==> config.mk <==
export PLATFORM = sky130hd
export DESIGN_NAME = vx_gpr_read_arbiter
export DESIGN_NICKNAME = d
export VERILOG_FILES = /design/src/rtl/vx_gpr_read_arbiter.sv
export SDC_FILE = /design/constraint.sdc
export NUM_CORES = 1
export LEC_CHECK = 0
export BUFFER_PORTS_ARGS = -buffer_cell sky130_fd_sc_hd__clkbuf_2
export CORE_AREA = 2 2 181 183
export DETAILED_ROUTE_END_ITERATION = 12
export DIE_AREA = 0 0 183 185
export PLACE_DENSITY = 0.79
export SLEW_MARGIN = 5
export SYNTH_ARGS = -nofsm -noshare
export SYNTH_HDL_FRONTEND = slang
export SYNTH_SLANG_ARGS = --single-unit
export TNS_END_PERCENT = 50
==> constraint.sdc <==
create_clock -name clk -period 13.6 [get_ports clk]
set_clock_uncertainty 0.05 [all_clocks]
set_input_delay 2.72 -clock clk [delete_from_list [all_inputs] [get_ports clk]]
set_output_delay 2.72 -clock clk [all_outputs]
set_load 0.01 [all_outputs]
==> src/rtl/vx_gpr_read_arbiter.sv <==
// Round-robin arbiter sharing one GPR bank read port between NUM_REQS requesters.
// Each read has one-cycle RAM latency, merges a same-cycle writeback, and lands in a 2-deep response queue.
module vx_gpr_read_arbiter #(
  parameter int NUM_REQS    = 4,
  parameter int ADDRW       = 8,
  parameter int NUM_THREADS = 4,
  parameter int XLEN        = 32,
  parameter int TAGW        = 4,
  localparam int IDXW       = (NUM_REQS > 1) ? $clog2(NUM_REQS) : 1,
  localparam int DATAW      = NUM_THREADS * XLEN
) (
  input  logic                      clk,
  input  logic                      reset_n,
  input  logic [NUM_REQS-1:0]       req_valid,
  input  logic [NUM_REQS*ADDRW-1:0] req_addr,
  input  logic [NUM_REQS*TAGW-1:0]  req_tag,
  output logic [NUM_REQS-1:0]       req_ready,
  output logic                      ram_read,
  output logic [ADDRW-1:0]          ram_raddr,
  input  logic [DATAW-1:0]          ram_rdata,
  input  logic                      wb_valid,
  input  logic [ADDRW-1:0]          wb_addr,
  input  logic [NUM_THREADS-1:0]    wb_tmask,
  input  logic [DATAW-1:0]          wb_data,
  output logic                      rsp_valid,
  output logic [IDXW-1:0]           rsp_idx,
  output logic [TAGW-1:0]           rsp_tag,
  output logic [DATAW-1:0]          rsp_data,
  input  logic                      rsp_ready
);

  logic [IDXW-1:0]        rr_ptr_q, rr_ptr_d;
  logic                   inflight_q;
  logic [IDXW-1:0]        inf_idx_q;
  logic [TAGW-1:0]        inf_tag_q;
  logic                   hit_q;
  logic [NUM_THREADS-1:0] hit_mask_q;
  logic [DATAW-1:0]       hit_data_q;

  logic [IDXW-1:0]        q_idx_q  [2];
  logic [TAGW-1:0]        q_tag_q  [2];
  logic [DATAW-1:0]       q_data_q [2];
  logic                   wr_ptr_q, rd_ptr_q;
  logic [1:0]             q_count_q, q_count_d;

  logic                   grant_valid;
  logic [IDXW-1:0]        grant_idx;
  logic [ADDRW-1:0]       grant_addr;
  logic [TAGW-1:0]        grant_tag;
  logic                   wb_hit;
  logic                   rsp_fire;
  logic [2:0]             occ_net;
  logic [DATAW-1:0]       merged_data;

  function automatic logic [IDXW-1:0] wrapIdx(input int v);
    return IDXW'(v % NUM_REQS);
  endfunction

  assign rsp_valid = reset_n & (q_count_q != 2'd0);
  assign rsp_fire  = rsp_valid & rsp_ready;
  assign rsp_idx   = q_idx_q[rd_ptr_q];
  assign rsp_tag   = q_tag_q[rd_ptr_q];
  assign rsp_data  = q_data_q[rd_ptr_q];

  // Outstanding work (in flight plus queued) minus this cycle's pop must leave room for one more.
  assign occ_net = 3'(inflight_q) + 3'(q_count_q) - 3'(rsp_fire);

  always_comb begin
    grant_valid = 1'b0;
    grant_idx   = rr_ptr_q;
    for (int k = 0; k < NUM_REQS; k++) begin
      if (!grant_valid && req_valid[wrapIdx(int'(rr_ptr_q) + k)]) begin
        grant_valid = 1'b1;
        grant_idx   = wrapIdx(int'(rr_ptr_q) + k);
      end
    end
    if (!reset_n || occ_net >= 3'd2) begin
      grant_valid = 1'b0;
    end
  end

  assign grant_addr = req_addr[grant_idx*ADDRW +: ADDRW];
  assign grant_tag  = req_tag[grant_idx*TAGW +: TAGW];
  assign wb_hit     = wb_valid && (wb_addr == grant_addr);

  always_comb begin
    req_ready = '0;
    if (grant_valid) begin
      req_ready[grant_idx] = 1'b1;
    end
  end

  assign ram_read  = grant_valid;
  assign ram_raddr = grant_valid ? grant_addr : '0;

  always_comb begin
    rr_ptr_d = rr_ptr_q;
    if (grant_valid) begin
      rr_ptr_d = (grant_idx == IDXW'(NUM_REQS - 1)) ? '0 : grant_idx + IDXW'(1);
    end
  end

  // The RAM returns stale lanes for a write landing on the read edge; patch them from the captured writeback.
  always_comb begin
    merged_data = ram_rdata;
    if (hit_q) begin
      for (int j = 0; j < NUM_THREADS; j++) begin
        if (hit_mask_q[j]) begin
          merged_data[j*XLEN +: XLEN] = hit_data_q[j*XLEN +: XLEN];
        end
      end
    end
  end

  always_comb begin
    case ({inflight_q, rsp_fire})
      2'b10:   q_count_d = q_count_q + 2'd1;
      2'b01:   q_count_d = q_count_q - 2'd1;
      default: q_count_d = q_count_q;
    endcase
  end

  always_ff @(posedge clk) begin
    if (!reset_n) begin
      rr_ptr_q   <= '0;
      inflight_q <= 1'b0;
      hit_q      <= 1'b0;
      q_count_q  <= 2'd0;
      wr_ptr_q   <= 1'b0;
      rd_ptr_q   <= 1'b0;
    end else begin
      rr_ptr_q   <= rr_ptr_d;
      inflight_q <= grant_valid;
      q_count_q  <= q_count_d;
      if (grant_valid) begin
        inf_idx_q  <= grant_idx;
        inf_tag_q  <= grant_tag;
        hit_q      <= wb_hit;
        hit_mask_q <= wb_tmask;
        hit_data_q <= wb_data;
      end
      if (inflight_q) begin
        q_idx_q[wr_ptr_q]  <= inf_idx_q;
        q_tag_q[wr_ptr_q]  <= inf_tag_q;
        q_data_q[wr_ptr_q] <= merged_data;
        wr_ptr_q           <= ~wr_ptr_q;
      end
      if (rsp_fire) begin
        rd_ptr_q <= ~rd_ptr_q;
      end
    end
  end

endmodule

==> flow_summary_export.csv <==
group,metric,value,unit
sta,fin_crit_sh,0.638,
synth,ys_async_sr_fraction,0,
sta,setup_viol,0,
floorplanning,num_io_pins,472,
sta,worstMarginPinSlew,1.02,ns
synth,yosysTopAreaCell,"edfxtp_1",
synth,netlist_instances,862,
detailed_routing,drt-met1-wl,13.2,mm
detailed_routing,totalWireLength,37.0,mm
detailed_routing,viasPerCell,5.24,
detailed_routing,ant_nets,0,
sta,fin_tns_setup,0,ns
floorplanning,rows,66,
synth,synth_cell_types,38,
clock_tree,clk_latency,0.52,ns
clock_tree,clock_path_buffers,3,
worst_setup_path,critPathKind,"in -> out",
detailed_routing,dr_wl_met2,19.5,mm
floorplanning,core_area,32000,sq um
clock_tree,hold_buffers,0,
min_path,hold_class,"reg -> reg",
synth,synth_area,16400,sq um
detailed_routing,highest_layer,"met5",
synth,syn_area_per_cell,19.0,sq um
synth,synth.most_common_cell,"edfxtp_1",
sta,fin_crit,8.68,ns
pwr,power,3670,uW
global_routing,grt_pass1_wl,53.7,mm
synth,ys_top_cells_by_count,"edfxtp_1, mux2_2, nand2_1, clkbuf_1, nor2_1",
worst_setup_path,startpoint,"reset_n",
pwr,powerDensity,179,nW/um^2
sta,hold_violations,0,
placed_design,placement.io_buffers,471,
sta,rsz0062_at_grt,"no",
placed_design,dpl_cell_area,19200,sq um
placed_design,gp_congestion,0.852,
clock_tree,clk_pin_slew,0.06,ns
detailed_routing,drt-initial-drc-count,481,
detailed_routing,detail_route.wl_per_cell,20.6,um
worst_setup_path,reg2reg_from,"q_count_q[1]$_SDFFE_PN0P_",
sta,fmax,115,MHz
min_path,hp-start,"inf_tag_q[2]$_DFFE_PP_",
placed_design,place_hpwl,25.7,mm
detailed_routing,met3_length,3.08,mm
worst_setup_path,cp-start-kind,"input port",
status,status,"finished clean",
synth,synth_warnings,0,
global_routing,grt_overflow_total,0,
sta,slew_headroom,0.322,
final_layout,design_area,20500,sq um
final_layout,drive_above_1_share,0.591,
synth,synth_seq_cells,415,
clock_tree,cts_resized,0,
final_layout,final_core_util,0.640,
flow_run,maxCapViolations,0,
synth,netlist_top_cells_area,"edfxtp_1, mux2_2, dfxtp_1",
floorplanning,start_util,0.511,
clock_tree,cts.sinks,415,
worst_setup_path,worst-path-max-fanout,11,
detailed_routing,drt-pass1-iter-count,5,
global_routing,grt_pass1_vias,9659,
worst_setup_path,required,10.83,ns
clock_tree,numCtsBuffers,44,
clock_tree,cts_setup_buffers,0,
clock_tree,htree_levels,2,
pwr,power_leakage,0.00792,uW
global_routing,grt_max_degree,79,
floorplanning,die_x,183,um
clock_tree,cts_tree,"yes",
global_routing,antenna_found_initial,2,
synth,synthFlopType,"edfxtp_1",
detailed_routing,remaining_drc_errors,0,
final_layout,syn_to_final_growth,25.2,%
global_routing,track_usage,0.211,
floorplanning,die_h,185,um
sta,drv_slew,0,
detailed_routing,via_count,9407,
synth,synth-edff-count,406,
synth,synth_top_area_frac,0.745,
synth,synth_nets,1193,
floorplanning,floorplan.die_area,33900,sq um
pwr,ir_worst_vdd,253,uV
final_layout,finish.net_count,1685,
synth,seq_area_frac_synth,0.756,
sta,holdWs,0.385,ns
worst_setup_path,crit_arrival,5.91,ns
worst_setup_path,endpoint_kind,"output port",
clock_tree,root_buffer,"clkbuf_16",
==> flip-flops by register name, indices dropped and copies added, names as in the netlist, named ones only <==
name and count:
inf_tag_q 4, q_count_q 2, hit_mask_q 4, q_idx_q 4, hit_data_q 128, rr_ptr_q 2
inf_idx_q 2, q_tag_q 8, q_data_q 256, hit_q 1, rd_ptr_q 1, wr_ptr_q 1
inflight_q 1
==> cell families (layout without fill, tap and decap cells) <==
kind of cell	after synthesis	in the layout	share of synthesized area
other	0	2	0
adder cells (fa/ha/maj)	7	7	0.00581
AND/OR/NAND/NOR	90	90	0.0242
flip-flops	415	415	0.756
AO/OA/AOI/OAI	30	30	0.0150
multiplexers	262	262	0.180
buffers and inverters	45	569	0.0121
XOR/XNOR	13	13	0.00696
==> critical path: stages <==
cell      delay (ns)
clkbuf_2        0.13
clkinv_1        0.23
nor2_1          0.20
and2_1          0.22
ha_1            0.25
nand2b_1        0.17
fa_1            0.42
xnor2_1         0.19
nand3_1         0.15
inv_1           0.13
nand2_1         0.31
inv_1           0.30
and2_1          0.30
clkbuf_2        0.18
==> through the flow <==
stage | cells | setup WS [ns]
global route | 1795 | 4.69
detailed placement | 1716 | 4.99
global placement | 1716 | 5.19
floorplan | 862 | 0.799
CTS | 1794 | 4.99
finish | 1796 | 4.92
==> cells in the final DEF (no fill, tap or decap), types with 6 or more instances in the layout <==
cell       Yosys  final
nand2_1       48     47
ha_1           6      6
clkinv_2       0      6
mux2_2       262    262
buf_4          0     10
clkbuf_16      0     45
clkbuf_2       0    471
dfxtp_1        9      8
inv_1          8      7
clkbuf_1      17     15
xor2_1         9      9
clkinv_1       1      6
nor2_1        17     17
a21oi_2        6      6
edfxtp_1     406    406
==> per-layer routing <==
layer	GRT usage	up-vias
li1	-	4332
met1	0.233	4604
met2	0.392	397
met3	0.0574	72
met4	0.0752	2
met5	0	-
==> power by group <==
group          switching [uW]  internal [uW]  leakage, uW
sequential               80.3           1760      0.00383
clock                     454            638     0.000637
combinational             464            274      0.00346
==> final timing paths <==
kind / end / slack [ns] / depth (start not counted)
worst max-delay path: req_ready[3] / 4.92 / 14
worst min-delay path: q_tag_q[0][2]$_DFFE_PP_ / 0.39 / 0
worst max register to register: hit_data_q[94]$_DFFE_PP_ / 9.07 / 12
worst min register to register: q_tag_q[0][2]$_DFFE_PP_ / 0.39 / 0
==> final cells by class <==
type	count	area (sq um)
Sequential cell	415	12400
Antenna cell	2	5.00
Fill cell	2296	11500
Timing Repair Buffer	481	2430
Clock buffer	62	1210
Clock inverter	16	110
Tap cell	408	510
Inverter	10	45.0
Multi-Input combinational cell	402	3810
Note: power is estimated with default switching activity, not from simulation.
